===== src/rtl/bip_sequencer.sv =====
// bip_sequencer: fetch/execute control sequencer for a basic instruction processor.
// Two cycles per instruction minimum; control strobes are only live in EXECUTE.
module bip_sequencer #(
  parameter int NB_ADDR       = 11,
  parameter int NB_OPCODE     = 5,
  parameter int NB_OPERAND    = 11,
  parameter int NB_SELECTOR_A = 2,
  parameter int NB_COUNT      = 16
) (
  input  logic                     i_clock,
  input  logic                     i_reset,
  input  logic                     i_start,
  output logic                     o_fetch_req,
  input  logic                     i_instr_valid,
  input  logic [NB_OPCODE-1:0]     i_opcode,
  input  logic [NB_OPERAND-1:0]    i_operand,
  input  logic                     i_acc_zero,
  input  logic                     i_acc_neg,
  output logic [NB_ADDR-1:0]       o_address,
  output logic [NB_OPERAND-1:0]    o_operand,
  output logic [NB_SELECTOR_A-1:0] o_sel_a,
  output logic                     o_sel_b,
  output logic                     o_enb_acc,
  output logic                     o_operation,
  output logic                     o_wr_enb_ram,
  output logic                     o_rd_enb_ram,
  output logic                     o_program_done,
  output logic [NB_COUNT-1:0]      o_instr_count
);
  typedef enum logic [1:0] {IDLE, FETCH, EXECUTE, HALT} state_t;
  localparam logic [NB_OPCODE-1:0] OP_HLT  = NB_OPCODE'(0);
  localparam logic [NB_OPCODE-1:0] OP_STO  = NB_OPCODE'(1);
  localparam logic [NB_OPCODE-1:0] OP_LD   = NB_OPCODE'(2);
  localparam logic [NB_OPCODE-1:0] OP_LDI  = NB_OPCODE'(3);
  localparam logic [NB_OPCODE-1:0] OP_ADD  = NB_OPCODE'(4);
  localparam logic [NB_OPCODE-1:0] OP_ADDI = NB_OPCODE'(5);
  localparam logic [NB_OPCODE-1:0] OP_SUB  = NB_OPCODE'(6);
  localparam logic [NB_OPCODE-1:0] OP_SUBI = NB_OPCODE'(7);
  localparam logic [NB_OPCODE-1:0] OP_JMP  = NB_OPCODE'(8);
  localparam logic [NB_OPCODE-1:0] OP_BEQ  = NB_OPCODE'(9);
  localparam logic [NB_OPCODE-1:0] OP_BNE  = NB_OPCODE'(10);
  localparam logic [NB_OPCODE-1:0] OP_BLT  = NB_OPCODE'(11);
  state_t state, state_next;
  logic [NB_ADDR-1:0] pc, pc_next;
  logic [NB_OPCODE-1:0] opcode;
  logic [NB_OPERAND-1:0] operand;
  logic [NB_COUNT-1:0] count;
  logic exec, arith, taken;
  assign exec  = state == EXECUTE;
  assign arith = opcode >= OP_ADD && opcode <= OP_SUBI;
  assign taken = opcode == OP_JMP || (opcode == OP_BEQ && i_acc_zero) ||
                 (opcode == OP_BNE && !i_acc_zero) || (opcode == OP_BLT && i_acc_neg);
  assign o_fetch_req    = state == FETCH;
  assign o_program_done = state == HALT;
  assign o_address      = pc;
  assign o_operand      = operand;
  assign o_instr_count  = count;
  assign o_wr_enb_ram   = exec && opcode == OP_STO;
  assign o_rd_enb_ram   = exec && (opcode == OP_LD || opcode == OP_ADD || opcode == OP_SUB);
  assign o_enb_acc      = exec && opcode >= OP_LD && opcode <= OP_SUBI;
  assign o_sel_b        = exec && (opcode == OP_ADDI || opcode == OP_SUBI);
  assign o_operation    = exec && (opcode == OP_SUB || opcode == OP_SUBI);
  assign o_sel_a        = !exec ? '0 : opcode == OP_LDI ? NB_SELECTOR_A'(1) :
                          arith ? NB_SELECTOR_A'(2) : '0;
  always_comb begin
    state_next = state;
    pc_next    = pc;
    case (state)
      IDLE:    state_next = i_start ? FETCH : IDLE;
      FETCH:   state_next = i_instr_valid ? EXECUTE : FETCH;
      EXECUTE: begin
        state_next = opcode == OP_HLT ? HALT : FETCH;
        pc_next    = opcode == OP_HLT ? pc : taken ? operand[NB_ADDR-1:0] : pc + 1'b1;
      end
      HALT: begin
        state_next = i_start ? FETCH : HALT;
        pc_next    = i_start ? '0 : pc;
      end
      default: state_next = IDLE;
    endcase
  end
  // Counter clears only on restart from HALT; a start from IDLE keeps its value.
  always_ff @(posedge i_clock or negedge i_reset)
    if (!i_reset) begin
      state   <= IDLE;
      pc      <= '0;
      opcode  <= '0;
      operand <= '0;
      count   <= '0;
    end else begin
      state <= state_next;
      pc    <= pc_next;
      if (state == FETCH && i_instr_valid) begin
        opcode  <= i_opcode;
        operand <= i_operand;
      end
      if (state == HALT && i_start) count <= '0;
      else if (exec && count != '1) count <= count + 1'b1;
    end
endmodule


===== config.mk =====
export PLATFORM = sky130hd
export DESIGN_NAME = bip_sequencer
export DESIGN_NICKNAME = d
export VERILOG_FILES = /design/src/rtl/bip_sequencer.sv
export SDC_FILE = /design/constraint.sdc
export NUM_CORES = 1
export LEC_CHECK = 0
export CAP_MARGIN = 40
export CORE_UTILIZATION = 52
export DETAILED_ROUTE_END_ITERATION = 7
export PLACE_DENSITY = 0.9
export SYNTH_ARGS = -nofsm -noshare
export SYNTH_HDL_FRONTEND = slang
export SYNTH_SLANG_ARGS = --single-unit

===== constraint.sdc =====
create_clock -name i_clock -period 3.2 [get_ports i_clock]
set_input_delay 0.96 -clock i_clock [delete_from_list [all_inputs] [get_ports i_clock]]
set_output_delay 0.96 -clock i_clock [all_outputs]
set_load 0.02 [all_outputs]

==> metrics.cfg <==
[worst_setup_path]
cp.arrival_ns=2.06
ff2ff_setup_slack_ns=1.31
rr_worst_depth=5
cp_cell_sequence=nor4b_4, buf_4, and3_1, clkdlybuf4s50_1
slowest_delay_ns=0.60
crit_path_start_kind=flip-flop
r2r_start=o_instr_count[0]
critPathTopFamily=buffers and inverters
r2r_end=o_instr_count[1]
cp.buffers_inverters=2
critical-path-slowest-cell=clkdlybuf4s50_1
worst-setup-path-type=reg2out
path_max_fanout=7
cp_data_required_time_ns=2.24
endpoint_kind=output port

[sta]
min_period_ns=3.02
worst_slack_ns=0.177
setup_tns_ns=0
slew_headroom_pct=56.8
fin_crit_sh_pct=94.5
setup_viol=0
fmax_ghz=0.331
slew_viol_final=0
finClkSkew_ns=0.00857
hold_viol=0
rsz0062_at_grt=false
tightest_slew_ns=0.646

[floorplanning]
die_h_um=71.6
dieArea_sq_um=5130
rows=24
ios=69
start_util_pct=56.0
dieWidth_um=71.6
fp.coreArea_sq_um=4500

[drt]
drt-total-wl_mm=5.97
ant_nets=0
num_vias=2260
drt-initial-drc-count=132
drcViolationCount=0
vias_per_cell=6.11
drtPass1Iterations=4
wire_per_inst_um=16.1

[yosys]
synth-xor-area-share_pct=0.694
ys_warn_count=0
synth_edf_count=0
synthMuxAreaShare_pct=13.5
synth.avg_cell_area_sq_um=10.1
syn-instance-count=249
synth.distinct_cells=48
synth-seq-cells=45
synth.cell_area_sq_um=2520
syn_nets=273
synthAdderAreaFrac_pct=0.992
yosys.area_share.simple_pct=23.1
ys_seq_area_share_pct=44.6
ys.flop_type=dfrtp_1
synth-compound-area-share_pct=13.1
synth_top_family_by_area=simple AND/OR/NAND/NOR gates
synthArstFlopShare_pct=100

[grt]
grtUsageTotal_pct=24.7
grt_pass1_vias=2160
grt_max_degree=29
grt-ovfl-total=0
antenna_found_initial=0
grt_pass1_wl_mm=9.89

[place]
gp_congestion=0.867
dpl.hpwl_mm=4.29
pre_cts_slack_ns=0.370
io_buffers=68

[layout]
diodes=0
nets=342
drive_gt1_share_pct=12.6
layout_commonest_cell=clkdlybuf4s50_1
mostFrequentLayoutCells=clkdlybuf4s50_1, dfrtp_1, nand2_1
fill_cells=333
area_growth_pct=32.3

[cts]
numCtsBuffers=5
cts_tree=done
cts_resized=0
cts_root_buffer=clkbuf_8
numClockSinks=45
clk_latency_ns=0.30
htreeDepth=2
path_clk_slew_ns=0.08
cts.path.max_buffers=2

[hold_path]
whs_endpoint=o_operand[7]
min_path_type=reg2reg
min_from=o_operand[7]
hold_path_depth=1

[power_and_ir_drop]
powerDensity_nw_per_um2=738
leakage_uw=0.00149
vdd_ir_drop_max_mv=0.515

[status]
status=finished, final reports clean

[flow_run]
cap_violations=0

-- worst max path at each step --
stage,from,endpoint,slack (ns),cells after the start
global placement,opcode[3],o_sel_a[0],0.44,4
finish,state[1],o_sel_b,0.18,4
global route,state[1],o_sel_b,0.06,4
CTS,state[1],o_sel_a[0],0.04,4
floorplan,opcode[3],o_rd_enb_ram,0.75,3
detailed placement,state[1],o_sel_a[0],0.37,4
-- cells by family (layout without fill, tap and decap cells) --
logic type,Yosys count,after routing
DFF,45,45
buffers and inverters,21,90
AOI/OAI and AO/OA,49,49
muxes,32,32
and+or+nand+nor,98,98
adders and majority gates,2,2
xor gates and xnor gates,2,2
-- worst reg2reg max path: cells and delay by family, from the launching register on --
family / cells / cell delay, ns
simple gates: 3 / 1.00
flops: 1 / 0.47
fa+ha+maj: 1 / 0.23
compound gates: 1 / 0.10
-- cells in the mapped netlist (all sizes together), types with 4 or more instances --
cell type	n	area share (%)
dfrtp	45	45
nand2	29	4.4
mux2	16	7.1
mux2i	16	6.3
nand3	12	2.4
and3	11	2.8
inv	10	1.5
o21ai	9	1.8
a21oi	8	1.6
buf	8	2.0
nand4	8	2.5
nor2	8	1.2
o211ai	8	2.6
a31oi	7	1.7
and4	6	2.1
nor3	5	0.99
nand2b	4	1.3
o22ai	4	0.99
-- flip-flops by register name, summed over array words and instances, names as in the netlist --
name and count:
opcode 5, o_operand 11, state 2, o_instr_count 16
o_address 11
-- where the power goes --
part           leakage, uW  internal [uW]  switching [uW]  total, uW
registers         0.000581            750             245        995
logic             0.000861            559             560       1120
clock network    0.0000443            171             179        350
total              0.00149           1480             984       2460
-- metrics by stage --
stage	total power [uW]	utilization (%)	instances	hold slack, ns	area (sq um)
after floorplan	1630	-	249	0.563	2520
after global placement	2080	71.6	361	0.528	3220
after detailed placement	2110	72.0	362	0.526	3240
after CTS	2470	73.9	369	0.548	3330
after global routing	2610	74.1	370	0.574	3340
final	2460	74.1	370	0.545	3340
-- layer usage --
| layer | vias to the layer above | share of wire, % | GRT usage [%] | routed length [um] |
|---|---|---|---|---|
| li1 | 1069 | - | - | - |
| met2 | 91 | 51 | 41.5 | 3050 |
| met3 | 12 | 6.3 | 5.63 | 374 |
| met4 | 0 | 1.5 | 12.4 | 92 |
| met1 | 1088 | 41 | 29.8 | 2450 |
| met5 | - | 0 | 0 | 0 |
-- timing repair --
| item | CTS | global route |
|---|---|---|
| hold endpoints to repair | 0 | 0 |
| endpoints found under the setup margin | 0 | 3 |
| buffers inserted | 0 | 1 |
| hold buffers | 0 | 0 |
-- area by class of cell --
type / count / area [sq um] / share of cell area, %
clock buffers: 7 / 86.3 / 2.59
inverters: 10 / 37.5 / 1.12
multi-input cells: 183 / 1300 / 38.8
flip-flops and latches: 45 / 1130 / 33.7
well taps: 52 / 65.1 / 1.95
repair buffers: 73 / 726 / 21.7
No activity file was read; power rests on OpenSTA's default activity.
